===== config.mk =====
export PLATFORM = sky130hd
export DESIGN_NAME = t05_instr_sequencer
export DESIGN_NICKNAME = d
export VERILOG_FILES = /design/src/rtl/t05_instr_sequencer.sv
export SDC_FILE = /design/constraint.sdc
export NUM_CORES = 1
export LEC_CHECK = 0
export ABC_AREA = 1
export BUFFER_PORTS_ARGS = -buffer_cell sky130_fd_sc_hd__clkbuf_2
export CAP_MARGIN = 25
export CORE_ASPECT_RATIO = 0.5
export CORE_MARGIN = 1.5
export CORE_UTILIZATION = 55
export CTS_CLUSTER_DIAMETER = 100
export DETAILED_ROUTE_END_ITERATION = 8
export PLACE_DENSITY = 0.91
export SLEW_MARGIN = 20
export SYNTH_ARGS = -nofsm -noshare
export SYNTH_HDL_FRONTEND = slang
export SYNTH_SLANG_ARGS = --single-unit

===== constraint.sdc =====
create_clock -name clk -period 1.65 [get_ports clk]
set_clock_uncertainty 0.1 [all_clocks]
set_input_delay 0.0825 -clock clk [delete_from_list [all_inputs] [get_ports clk]]
set_output_delay 0.0825 -clock clk [all_outputs]
set_load 0.005 [all_outputs]

===== src/rtl/t05_instr_sequencer.sv =====
// Multi-cycle FETCH/DECODE/EXEC/MEM/WB control FSM for the team-05 PC/ALU datapath.
// Drives bus requests, PC strobes and register-file write enable.
module t05_instr_sequencer #(
  parameter int MEM_TIMEOUT = 16,
  parameter int CNT_W       = 32
) (
  input  logic             clk,
  input  logic             nRst,
  input  logic             en,
  input  logic [6:0]       opcode,
  input  logic             mem_ack,
  output logic             i_req,
  output logic             instr_latch,
  output logic             d_ren,
  output logic             d_wen,
  output logic             reg_wen,
  output logic             pc_inc,
  output logic             pc_disable,
  output logic             pc_load,
  output logic [2:0]       state,
  output logic             err,
  output logic [CNT_W-1:0] retired
);

  localparam int TW = (MEM_TIMEOUT > 2) ? $clog2(MEM_TIMEOUT) : 1;
  localparam logic [TW-1:0] LIM = TW'(MEM_TIMEOUT - 1);

  typedef enum logic [2:0] {
    S_FETCH  = 3'd0,
    S_DECODE = 3'd1,
    S_EXEC   = 3'd2,
    S_MEM    = 3'd3,
    S_WB     = 3'd4,
    S_HALT   = 3'd5,
    S_ERROR  = 3'd6
  } st_t;

  st_t           st;
  logic [TW-1:0] wcnt;
  logic          ld_q;
  logic          sd_q;

  logic is_ld;
  logic is_sd;
  logic is_br;
  logic is_jalr;
  logic legal;
  logic ecall;

  always_comb begin
    is_ld   = 1'b0;
    is_sd   = 1'b0;
    is_br   = 1'b0;
    is_jalr = 1'b0;
    legal   = 1'b0;
    ecall   = 1'b0;
    case (opcode)
      7'b0110011: legal = 1'b1;
      7'b0010011: legal = 1'b1;
      7'b0000011: begin legal = 1'b1; is_ld = 1'b1; end
      7'b0100011: begin legal = 1'b1; is_sd = 1'b1; end
      7'b1100011: begin legal = 1'b1; is_br = 1'b1; end
      7'b1101111: legal = 1'b1;
      7'b1100111: begin legal = 1'b1; is_jalr = 1'b1; end
      7'b0110111: legal = 1'b1;
      7'b1110011: ecall = 1'b1;
      default:    legal = 1'b0;
    endcase
  end

  always_ff @(posedge clk or negedge nRst) begin
    if (!nRst) begin
      st      <= S_FETCH;
      wcnt    <= '0;
      ld_q    <= 1'b0;
      sd_q    <= 1'b0;
      retired <= '0;
    end else begin
      unique case (st)
        S_FETCH: begin
          if (en) begin
            if (mem_ack)          st   <= S_DECODE;
            else if (wcnt == LIM) st   <= S_ERROR;
            else                  wcnt <= wcnt + 1'b1;
          end
        end
        S_DECODE: begin
          if (legal)      st <= S_EXEC;
          else if (ecall) st <= S_HALT;
          else            st <= S_ERROR;
        end
        S_EXEC: begin
          ld_q <= is_ld;
          sd_q <= is_sd;
          wcnt <= '0;
          st   <= (is_ld || is_sd) ? S_MEM : S_WB;
        end
        S_MEM: begin
          if (mem_ack)          st   <= S_WB;
          else if (wcnt == LIM) st   <= S_ERROR;
          else                  wcnt <= wcnt + 1'b1;
        end
        S_WB: begin
          retired <= retired + CNT_W'(1);
          wcnt    <= '0;
          ld_q    <= 1'b0;
          sd_q    <= 1'b0;
          st      <= S_FETCH;
        end
        S_HALT:  st <= S_HALT;
        S_ERROR: st <= S_ERROR;
        default: st <= S_ERROR;
      endcase
    end
  end

  // opcode is held stable through WB, so WB strobes decode it directly
  assign state       = st;
  assign i_req       = (st == S_FETCH) && en;
  assign instr_latch = (st == S_FETCH) && en && mem_ack;
  assign d_ren       = (st == S_MEM) && ld_q;
  assign d_wen       = (st == S_MEM) && sd_q;
  assign reg_wen     = (st == S_WB) && !(is_sd || is_br);
  assign pc_load     = (st == S_WB) && is_jalr;
  assign pc_inc      = (st == S_WB) && !is_jalr;
  assign pc_disable  = (st != S_WB);
  assign err         = (st == S_ERROR);

endmodule

==> qor_table.md, run 1 <==
| Result | This run | Unit |
|:---|:---|:---|
| Max Root-Sink Buffers | 2 | - |
| # H-tree levels | 2 | - |
| Vias after detailed routing | 2787 | - |
| Routed WL per cell | 12.33 | um |
| Total Power | 1730 | uW |
| Worst-skew pair later-pin latency | 0.29 | ns |
| Pin count of the biggest net entering global routing | 20 | - |
| Max Slew Vio Count | 0 | - |
| Core region area | 4488 | um2 |
| Setup repair after global routing missed its margin | yes | - |
| Kind of critical path | reg2reg | - |
| Cell seen most often among critical-path stages | sky130_fd_sc_hd__nand2_1 | - |
| Cell count after synthesis | 382 | - |
| Routed via count divided by cell count | 5.249 | - |
| Minimum clock period | 1.637 | ns |
| Post-Route Utilization | 73.85 | % |
| Top cells by area in the synthesized netlist | sky130_fd_sc_hd__dfrtp_1 (39%), sky130_fd_sc_hd__nand2_1 (20%), sky130_fd_sc_hd__nor2_1 (8.1%) | - |
| Final number of hold-violating endpoints | 0 | - |
| Via count of the first global-routing pass | 2367 | - |
| Total Neg Setup Slack | 0 | ns |
| Input/output buffers | 54 | - |
| Class of the tightest hold or removal check | in2reg | - |
| Number of register bits inferred by synthesis | 41 | - |
| Peak Freq | 610.9 | MHz |
| Nets | 478 | - |
| Die Span X | 100.8 | um |
| Clock tree from TritonCTS | yes | - |
| Max-capacitance violation count | 0 | - |
| Post-synth top flop | sky130_fd_sc_hd__dfrtp_1 | - |
| Portion of the post-synthesis area used by sequential elements | 38.99 | % |
| Crit path largest cell delay | 0.44 | ns |
| Kind of end point of the critical path | register | - |
| Antenna violations before repair | 0 | - |
| Placed Cells | 515 | - |
| DRC viols | 0 | - |
| Initial core utilization | 58.63 | % |
| Post-synthesis async set-or-reset flop share | 100.0 | % |
| Top-area cell type share of the netlist area | 38.99 | % |
| Largest vdd supply drop | 0.3679 | mV |
| Io pins | 55 | - |
| Initial DRT Pass Iterations | 5 | - |
| Required time worst endpoint | 1.74 | ns |
| ANT cells | 0 | - |
| Endpoint arrival time on the critical path | 1.73 | ns |
| Result of the run | finished clean | - |
| Pin slew with the least headroom to its limit | 0.4144 | ns |
| Number of nets in the synthesized netlist | 395 | - |
| Minimum setup slack after placement | 0.04786 | ns |
| Ratio of cells with drive above 1 in the final layout | 25.81 | % |
| Clock root cell | sky130_fd_sc_hd__clkbuf_8 | - |
| Total standard cell area after synthesis | 2631 | um2 |
| Global Route Usage Sum | 25.62 | % |
| Largest area contributor in the synthesized netlist | sky130_fd_sc_hd__dfrtp_1 | - |
| Placed wire-length estimate after detailed placement | 4.854 | mm |
| Yosys cell types | 31 | - |
| Min setup slack post-route | 0.01319 | ns |
| Slew HR | 72.37 | % |
| Post-layout instance count excluding filler cells | 531 | - |
| Number of enable flip-flop cells after synthesis | 0 | - |
| Cell chain of the critical path | nand2_1 -> nor2_1 -> nand2_1 -> nor2_1 -> nand2_1 -> nand2_1 -> nand2_1 -> nand2_1 -> nand2_1 | - |
| Iter 0 DRT Violations | 228 | - |
| Slowest cell on the critical path | sky130_fd_sc_hd__dfrtp_1 | - |
| Overall die area | 5233 | um2 |
| LEAKAGE | 0.001699 | uW |
| Detailed-route wire length | 6.546 | mm |
| Final Wtd Congestion | 0.9064 | - |
| Clock edge transition at the registers on the reported setup and hold paths | 0.07 | ns |
| Total of warnings raised by yosys | 0 | - |
| Num Clock Sinks | 41 | - |
| Antenna viol nets, final | 0 | - |
| PD cells | 521.9 | nW/um2 |
| Final worst-path cycle share | 99.20 | % |
| Global-route wire length before repair | 10.42 | mm |
| Number of CTS-inserted buffers | 5 | - |
| Layout-stage area growth over the synthesis result | 25.96 | % |
| Vert. Die Dim | 51.91 | um |
| Leftover overflow at the end of global routing | 0 | - |
| Number of setup violations in the final report | 0 | - |
| Mean Syn Cell Area | 6.888 | um2 |
| Startpoint type of the worst setup path | register | - |
| Maximum fanout count along the critical path | 4 | - |
| Leading post-synthesis cells by instance count | sky130_fd_sc_hd__nand2_1 (143), sky130_fd_sc_hd__nor2_1 (57), sky130_fd_sc_hd__dfrtp_1 (41) | - |
| Library cell with the highest instance count after synthesis | sky130_fd_sc_hd__nand2_1 | - |
| Cell row count | 17 | - |
-- registers in the layout (all words and copies together) (netlist names) --
register / count
state: 3
ld_q: 1
retired: 32
wcnt: 4
sd_q: 1
-- logic make-up (layout without fill, tap and decap cells) --
kind of cell / count (synthesis) / in the layout / synth area share, %
and+or+nand+nor: 260 / 260 / 43.51
buffers and inverters: 43 / 126 / 6.514
DFF: 41 / 41 / 38.99
AOI/OAI and AO/OA: 18 / 18 / 4.042
xor gates and xnor gates: 18 / 18 / 5.992
adders and majority gates: 2 / 2 / 0.9509
-- worst max-delay path, delay by kind of cell, from the launching register on --
kind	cells	cell delay, ns
AND/OR/NAND/NOR	9	1.00
flip-flops	1	0.44
-- timing repair --
item,CTS,global route
setup endpoints to repair,3,17
gates resized for setup,3,15
hold endpoints to repair,42,0
pin swaps,0,4
buffers inserted,0,7
hold buffers,2,0
-- routing by layer --
metal | track usage (%) | up-vias | part of all wire [%]
li1 | - | 1368 | -
met1 | 35.38 | 1281 | 46
met2 | 41.67 | 125 | 46
met3 | 4.704 | 13 | 6.8
met4 | 7.277 | 0 | 1.3
met5 | 0 | - | 0
-- area by class of cell --
cell class | count | area [um2]
flip-flops and latches | 41 | 1031
fillers | 345 | 1174
clock buffers | 7 | 86.33
inverters | 40 | 150.1
repair buffers | 79 | 495.5
well taps | 66 | 82.58
multi-input cells | 298 | 1469
-- worst paths after layout --
check	start	to	slack, ns	cells after the start
worst max-delay path	retired[8]	retired[28]	0.01	9
worst min-delay path	opcode[4]	sd_q	0.04	4
worst max register to register	retired[8]	retired[28]	0.01	9
worst min register to register	retired[11]	retired[11]	0.42	1
max in group asynchronous	nRst	retired[23]	0.79	3
min in group asynchronous	nRst	wcnt[1]	0.15	2
-- report_power, final --
part	internal, uW	switching, uW	leakage [uW]
Clock	332	329	0.0000443
Combinational	23.1	41.6	0.00111
Sequential	1000	0	0.000546
-- cell usage in the layout (no fill, tap or decap), types with 5 or more instances in the layout --
master,n
sky130_fd_sc_hd__buf_4,19
sky130_fd_sc_hd__clkbuf_2,54
sky130_fd_sc_hd__clkbuf_8,6
sky130_fd_sc_hd__dfrtp_1,37
sky130_fd_sc_hd__inv_1,35
sky130_fd_sc_hd__nand2_1,143
sky130_fd_sc_hd__nand3_1,24
sky130_fd_sc_hd__nand3_2,5
sky130_fd_sc_hd__nor2_1,52
sky130_fd_sc_hd__nor2_2,7
sky130_fd_sc_hd__nor2_4,6
sky130_fd_sc_hd__nor3_1,6
sky130_fd_sc_hd__o21ai_0,6
sky130_fd_sc_hd__xnor2_1,9
sky130_fd_sc_hd__xor2_1,9
-- per-stage QoR --
| step | cell area [um2] | hold WS [ns] |
|---|---|---|
| 2_1_floorplan | 2631 | -0.3131 |
| 3_3_place_gp | 3095 | -0.07156 |
| 3_5_place_dp | 3095 | -0.07246 |
| 4_1_cts | 3216 | 0.03570 |
| 5_1_grt | 3314 | 0.08433 |
| 6_report | 3314 | 0.04408 |
(Power assumes the default switching activity.)
==> inputs of run 2 (changes only) <==
--- a/config.mk
+++ b/config.mk
@@ -6,7 +6,7 @@
 export NUM_CORES = 1
 export LEC_CHECK = 0
 export ABC_AREA = 1
-export BUFFER_PORTS_ARGS = -buffer_cell sky130_fd_sc_hd__clkbuf_2
+export BUFFER_PORTS_ARGS = -buffer_cell sky130_fd_sc_hd__buf_2
 export CAP_MARGIN = 25
 export CORE_ASPECT_RATIO = 0.5
 export CORE_MARGIN = 1.5
==> run 2 against run 1 <==
- fmax is 1.3% higher
- highest routed layer unchanged
- sequential share of layout area shrank 0.36 points
- largest power group unchanged
- register-to-register slack better by 0.04 ns
- via count down 2.5%
- critical path depth is 4 lower
- setup slack better by 0.021 ns
- flip-flop and latch count stayed put
==> qor_table.md, run 2 (synthesis gave the netlist of run 1 again) <==
| Result | This run | Unit | Delta |
|:---|:---|:---|:---|
| Cell count of the worst reg-to-reg path | 7 | - | was 9 |
| Start point of the worst min-delay path | opcode[4] | - | unchanged |
| Worst-skew pair later-pin latency | 0.29 | ns | about the same |
| Max Root-Sink Buffers | 2 | - | unchanged |
| Io pins | 55 | - | unchanged |
| Minimum clock period | 1.616 | ns | was 1.637 ns |
| Clock tree from TritonCTS | yes | - | unchanged |
| ANT cells | 0 | - | unchanged |
| Cell row count | 17 | - | unchanged |
| Overall die area | 5233 | um2 | unchanged |
| Total Neg Setup Slack | 0 | ns | unchanged |
| Result of the run | finished clean | - | unchanged |
| Minimum setup slack after placement | 0.06220 | ns | was 0.04786 ns |
| Clock edge transition at the registers on the reported setup and hold paths | 0.08 | ns | was 0.07 ns |
| # H-tree levels | 2 | - | unchanged |
| Final Wtd Congestion | 0.9149 | - | was 0.9064 |
| Layout-stage area growth over the synthesis result | 27.29 | % | was 25.96% |
| Initial DRT Pass Iterations | 5 | - | unchanged |
| Via count of the first global-routing pass | 2344 | - | was 2367 |
| Startpoint of the lowest-slack register-to-register path | retired[0] | - | was retired[8] |
| Register area | 1030 | um2 | was 1031 um2 |
| Max Slew Vio Count | 0 | - | unchanged |
| Kind of critical path | reg2out | - | was reg2reg |
| Number of inserted filler cells in the final layout | 330 | - | was 345 |
| DRC viols | 0 | - | unchanged |
| Most common cell after layout, fill and taps aside | sky130_fd_sc_hd__nand2_1 | - | unchanged |
| Vias after detailed routing | 2716 | - | was 2787 |
| Area occupied by multi-input gates | 1496 | um2 | was 1469 um2 |
| Final number of hold-violating endpoints | 0 | - | unchanged |
| Worst setup slack for register-to-register paths | 0.05 | ns | was 0.01 ns |
| Maximum fanout count along the critical path | 4 | - | unchanged |
| PD cells | 502.1 | nW/um2 | was 521.9 nW/um2 |
| Placed wire-length estimate after detailed placement | 4.642 | mm | was 4.854 mm |
| Class of the tightest hold or removal check | in2reg | - | unchanged |
| Antenna violations before repair | 0 | - | unchanged |
| Max-capacitance violation count | 0 | - | unchanged |
| Routed via count divided by cell count | 5.125 | - | was 5.249 |
| Clock root cell | sky130_fd_sc_hd__clkbuf_8 | - | unchanged |
| Hold path depth | 4 | - | unchanged |
| Number of setup violations in the final report | 0 | - | unchanged |
| Placed Cells | 513 | - | was 515 |
| Nets | 478 | - | unchanged |
| Vert. Die Dim | 51.91 | um | unchanged |
| LEAKAGE | 0.001736 | uW | was 0.001699 uW |
| Leftover overflow at the end of global routing | 0 | - | unchanged |
| Iter 0 DRT Violations | 159 | - | was 228 |
| Pin slew with the least headroom to its limit | 0.3574 | ns | was 0.4144 ns |
| Min setup slack post-route | 0.03404 | ns | was 0.01319 ns |
| Num Clock Sinks | 41 | - | unchanged |
| Final worst-path cycle share | 97.94 | % | was 99.20% |
| Routed WL per cell | 12.14 | um | was 12.33 um |
| Detailed-route wire length | 6.436 | mm | was 6.546 mm |
| Number of flip-flops under the largest register name | 32 | - | unchanged |
| Global Route Usage Sum | 25.27 | % | was 25.62% |
| Post-layout instance count excluding filler cells | 530 | - | was 531 |
| Pin count of the biggest net entering global routing | 37 | - | was 20 |
| Peak Freq | 618.8 | MHz | was 610.9 MHz |
| Antenna viol nets, final | 0 | - | unchanged |
| Worst R2R End | retired[14] | - | was retired[28] |
| Required time worst endpoint | 1.47 | ns | was 1.74 ns |
| Largest vdd supply drop | 0.3074 | mV | was 0.3679 mV |
| Largest Register | retired | - | unchanged |
| Setup repair after global routing missed its margin | yes | - | unchanged |
| Kind of end point of the critical path | output pin | - | was register |
| Hold Crit Endpoint | sd_q | - | unchanged |
| Initial core utilization | 58.63 | % | unchanged |
| Ratio of cells with drive above 1 in the final layout | 26.08 | % | was 25.81% |
| Core region area | 4488 | um2 | unchanged |
| Global-route wire length before repair | 10.21 | mm | was 10.42 mm |
| Number of CTS-inserted buffers | 5 | - | unchanged |
| Endpoint arrival time on the critical path | 1.43 | ns | was 1.73 ns |
| Input/output buffers | 54 | - | unchanged |
| Slew HR | 75.95 | % | was 72.37% |
| Die Span X | 100.8 | um | unchanged |
| Most frequent cells in the layout | sky130_fd_sc_hd__nand2_1 (141), sky130_fd_sc_hd__nor2_1 (55), sky130_fd_sc_hd__buf_2 (53) | - | was sky130_fd_sc_hd__nand2_1 (143), sky130_fd_sc_hd__clkbuf_2 (54), sky130_fd_sc_hd__nor2_1 (52) |
| Startpoint type of the worst setup path | register | - | unchanged |
run 2: worst max path at each step:
| stage | start | endpoint | slack (ns) | depth (start not counted) |
|---|---|---|---|---|
| after floorplan | retired[0] | retired[14] | 0.15 | 7 |
| after global placement | retired[3] | retired[25] | 0.1 | 9 |
| after detailed placement | retired[2] | retired[21] | 0.06 | 7 |
| after CTS | state[1] | reg_wen | 0.03 | 7 |
| after global routing | state[1] | retired[22] | -0.06 | 8 |
| final | state[1] | instr_latch | 0.03 | 5 |
run 2: worst max-delay path, stage by stage, from the launching register on:
cell and delay, ns:
sky130_fd_sc_hd__dfrtp_1 0.41, sky130_fd_sc_hd__nor2_4 0.18, sky130_fd_sc_hd__nand2_1 0.13, sky130_fd_sc_hd__buf_4 0.17, sky130_fd_sc_hd__nor3_1 0.12, sky130_fd_sc_hd__buf_2 0.13
run 2: timing repair:
action | 4_1_cts | 5_1_grt
buffers inserted | 0 | 8
pin swaps | 0 | 4
resized for setup | 4 | 21
setup endpoints to repair | 3 | 14
hold endpoints to repair | 42 | 0
hold buffers | 2 | 0
cloned | 0 | 1
run 2: final cells by class:
class / count / area share (%)
Clock buffer: 5 / 2.055
Clock inverter: 1 / 0.1494
Inverter: 40 / 4.557
Multi-Input combinational cell: 298 / 44.68
Sequential cell: 41 / 30.74
Tap cell: 66 / 2.465
Timing Repair Buffer: 79 / 15.35
run 2: metrics by stage:
step | hold WS, ns | power (uW) | area, um2 | util [%]
floorplan | -0.3131 | 1040 | 2631 | -
global placement | -0.1698 | 1083 | 3080 | 68.64
detailed placement | -0.1665 | 1085 | 3080 | 68.64
CTS | 0.02440 | 1696 | 3188 | 71.03
global route | 0.06168 | 1745 | 3349 | 74.63
finish | 0.02826 | 1682 | 3349 | 74.63
run 2: where the power goes:
part	leakage (uW)	internal, uW	switching (uW)	total [uW]
clock network	0.0000399	279	336	614
registers	0.000549	1000	0	1000
logic	0.00115	21.9	41.6	63.5
total	0.00174	1300	377	1680
run 2: metal layers:
| metal | vias up | GRT usage, % | share of wire, % |
|---|---|---|---|
| li1 | 1363 | - | - |
| met3 | 19 | 4.435 | 6.7 |
| met4 | 0 | 8.685 | 1.7 |
| met5 | - | 0 | 0 |
| met1 | 1220 | 34.24 | 47 |
| met2 | 114 | 41.44 | 45 |
==> inputs of run 3 (changes only) <==
--- a/config.mk
+++ b/config.mk
@@ -14,6 +14,7 @@
 export CTS_CLUSTER_DIAMETER = 100
 export DETAILED_ROUTE_END_ITERATION = 8
 export PLACE_DENSITY = 0.91
+export REMOVE_ABC_BUFFERS = 1
 export SLEW_MARGIN = 20
 export SYNTH_ARGS = -nofsm -noshare
 export SYNTH_HDL_FRONTEND = slang
==> run 3 against run 2 <==
- clock power is 61% higher
- combinational power shrank 4.3%
- first-iteration DRC count rose by 42%
- global-route usage rose by 1.2 points
- non-clock buffer count is 6 lower
- sequential share of layout area shrank 0.069 points
- critical path depth up 5
- via count up 2.2%
- die area is the same
- count of clock-buffer cells in the layout unchanged
- cell area grew 0.22%
- largest power group unchanged
- highest routed layer unchanged
==> qor_table.md, run 3 (synthesis gave the netlist of run 1 again) <==
| Result | This run | Unit | Delta |
|:---|:---|:---|:---|
| Result of the run | finished clean | - | unchanged |
| Number of flip-flops under the largest register name | 32 | - | unchanged |
| Max Root-Sink Buffers | 2 | - | unchanged |
| Setup repair after global routing missed its margin | yes | - | unchanged |
| Routed via count divided by cell count | 5.276 | - | was 5.125 |
| Nets | 472 | - | was 478 |
| Leftover overflow at the end of global routing | 0 | - | unchanged |
| Slew HR | 73.09 | % | was 75.95% |
| Number of CTS-inserted buffers | 5 | - | unchanged |
| Iter 0 DRT Violations | 226 | - | was 159 |
| Startpoint type of the worst setup path | register | - | unchanged |
| Final number of hold-violating endpoints | 0 | - | unchanged |
| Largest vdd supply drop | 0.3062 | mV | was 0.3074 mV |
| Cell count of the worst reg-to-reg path | 10 | - | was 7 |
| Endpoint arrival time on the critical path | 1.71 | ns | was 1.43 ns |
| Pin count of the biggest net entering global routing | 18 | - | was 37 |
| Area occupied by multi-input gates | 1531 | um2 | was 1496 um2 |
| Kind of end point of the critical path | register | - | was output pin |
| Max-capacitance violation count | 0 | - | unchanged |
| Hold path depth | 5 | - | was 4 |
| Register area | 1030 | um2 | unchanged |
| Global-route wire length before repair | 10.65 | mm | was 10.21 mm |
| Maximum fanout count along the critical path | 4 | - | unchanged |
| Capture point of the critical path | retired[25] | - | was instr_latch |
| Layout-stage area growth over the synthesis result | 27.58 | % | was 27.29% |
| Clock tree from TritonCTS | yes | - | unchanged |
| Routed WL per cell | 13.10 | um | was 12.14 um |
| Ratio of cells with drive above 1 in the final layout | 25.65 | % | was 26.08% |
| Detailed-route wire length | 6.893 | mm | was 6.436 mm |
| Required time worst endpoint | 1.73 | ns | was 1.47 ns |
| Global Route Usage Sum | 26.48 | % | was 25.27% |
| Worst-skew pair later-pin latency | 0.30 | ns | was 0.29 ns |
| Num Clock Sinks | 41 | - | unchanged |
| Top Metal Used | met4 | - | unchanged |
| Minimum clock period | 1.623 | ns | was 1.616 ns |
| Largest Register | retired | - | unchanged |
| Pin slew with the least headroom to its limit | 0.3999 | ns | was 0.3574 ns |
| Met1 wire length | 2.947 | mm | was 2.998 mm |
| Source of the critical timing path | retired[1] | - | was state[1] |
| Minimum setup slack after placement | 0.002241 | ns | was 0.06220 ns |
| Placed wire-length estimate after detailed placement | 4.888 | mm | was 4.642 mm |
| Peak Freq | 616.2 | MHz | was 618.8 MHz |
| Worst R2R End | retired[25] | - | was retired[14] |
| Initial core utilization | 58.63 | % | unchanged |
| Initial DRT Pass Iterations | 5 | - | unchanged |
| ANT cells | 0 | - | unchanged |
| Io pins | 55 | - | unchanged |
| Antenna violations before repair | 0 | - | unchanged |
| Clock root cell | sky130_fd_sc_hd__clkbuf_8 | - | unchanged |
| Final Wtd Congestion | 0.9276 | - | was 0.9149 |
| Non-Filler Cell Area, Final | 3357 | um2 | was 3349 um2 |
| Min setup slack post-route | 0.02727 | ns | was 0.03404 ns |
| Final worst-path cycle share | 98.35 | % | was 97.94% |
| Start point of the worst min-delay path | en | - | was opcode[4] |
| Vert. Die Dim | 51.91 | um | unchanged |
| Cell row count | 17 | - | unchanged |
| Startpoint of the lowest-slack register-to-register path | retired[1] | - | was retired[0] |
| Kind of critical path | reg2reg | - | was reg2out |
| Worst setup slack for register-to-register paths | 0.03 | ns | was 0.05 ns |
| Placed inst area | 3045 | um2 | was 3080 um2 |
| PD cells | 612.3 | nW/um2 | was 502.1 nW/um2 |
| Clock edge transition at the registers on the reported setup and hold paths | 0.08 | ns | about the same |
| Overall die area | 5233 | um2 | unchanged |
| Die Span X | 100.8 | um | unchanged |
| Number of inserted filler cells in the final layout | 323 | - | was 330 |
| Amount of wire on met2 after detailed routing | 3.226 | mm | was 2.897 mm |
| Input/output buffers | 54 | - | unchanged |
| Number of setup violations in the final report | 0 | - | unchanged |
| Via count of the first global-routing pass | 2406 | - | was 2344 |
| Class of the tightest hold or removal check | in2reg | - | unchanged |
| Max Slew Vio Count | 0 | - | unchanged |
| Most frequent cells in the layout | sky130_fd_sc_hd__nand2_1 (142), sky130_fd_sc_hd__buf_2 (54), sky130_fd_sc_hd__nor2_1 (50) | - | was sky130_fd_sc_hd__nand2_1 (141), sky130_fd_sc_hd__nor2_1 (55), sky130_fd_sc_hd__buf_2 (53) |
| # H-tree levels | 2 | - | unchanged |
| LEAKAGE | 0.001721 | uW | was 0.001736 uW |
| Total Power | 2055 | uW | was 1682 uW |
| Antenna viol nets, final | 0 | - | unchanged |
| Core region area | 4488 | um2 | unchanged |
| DRC viols | 0 | - | unchanged |
| Most common cell after layout, fill and taps aside | sky130_fd_sc_hd__nand2_1 | - | unchanged |
| Met3 wire length | 512 | um | was 428 um |
| Vias after detailed routing | 2775 | - | was 2716 |
-- run 3: cell types whose count changed in the layout (fill, tap and decap cells not counted), moves of 2 or more --
cell and delta:
sky130_fd_sc_hd__nand3_2 -4, sky130_fd_sc_hd__buf_4 -4, sky130_fd_sc_hd__nand3_4 +3, sky130_fd_sc_hd__nor2_1 -5, sky130_fd_sc_hd__bufinv_16 +2, sky130_fd_sc_hd__nor2_4 +4
sky130_fd_sc_hd__buf_8 -2
-- run 3: what timing repair did --
action	CTS	global route
gates resized for setup	2	26
hold buffers	2	0
endpoints found under the hold margin	42	0
pin swaps	2	7
setup buffers	2	4
endpoints found under the setup margin	2	17
-- run 3: routing by layer --
layer  track usage (%)  vias to the layer above
met5                 0                        -
met4             9.859                        0
met3             4.435                       29
met2             44.26                      138
met1             35.13                     1261
li1                  -                     1347
-- run 3: cell type report --
cell class	instances	share of cell area [%]
inverters	40	4.473
repair buffers	73	12.67
clock buffers	5	2.050
multi-input cells	298	45.62
well taps	66	2.460
clock inverters	3	2.050
flip-flops and latches	41	30.67
-- run 3: worst max-delay path: stages (launching register included) --
cell and delay (ns):
sky130_fd_sc_hd__dfrtp_1 0.43, sky130_fd_sc_hd__buf_6 0.14, sky130_fd_sc_hd__nand2_1 0.08, sky130_fd_sc_hd__nor2_2 0.14, sky130_fd_sc_hd__nand2_2 0.10, sky130_fd_sc_hd__inv_2 0.10
sky130_fd_sc_hd__nand3_4 0.09, sky130_fd_sc_hd__nor2_4 0.10, sky130_fd_sc_hd__nand2_1 0.06, sky130_fd_sc_hd__nand2_1 0.10, sky130_fd_sc_hd__nand2_1 0.08
-- run 3: power by group --
group | total [uW] | switching, uW | internal, uW | leakage, uW
Sequential | 1000 | 0 | 1000 | 0.000547
Clock | 991 | 382 | 609 | 0.0000687
Combinational | 60.8 | 40.6 | 20.2 | 0.00110
-- run 3: worst min-delay path by stage --
stage / to / slack (ns)
after floorplan: ld_q / -0.31
after global routing: sd_q / 0.04
after detailed placement: wcnt[1] / -0.07
final: state[1] / 0.03
after CTS: state[1] / 0.03
after global placement: wcnt[1] / -0.08
-- run 3: through the flow --
stage	hold WS [ns]	TNS (ns)	utilization, %	std cells
floorplan	-0.3131	-0.06505	-	379
global placement	-0.08345	0	67.86	510
detailed placement	-0.07365	0	67.86	510
CTS	0.03166	0	71.81	522
global route	0.04313	-0.3781	74.80	526
finish	0.03246	0	74.80	526
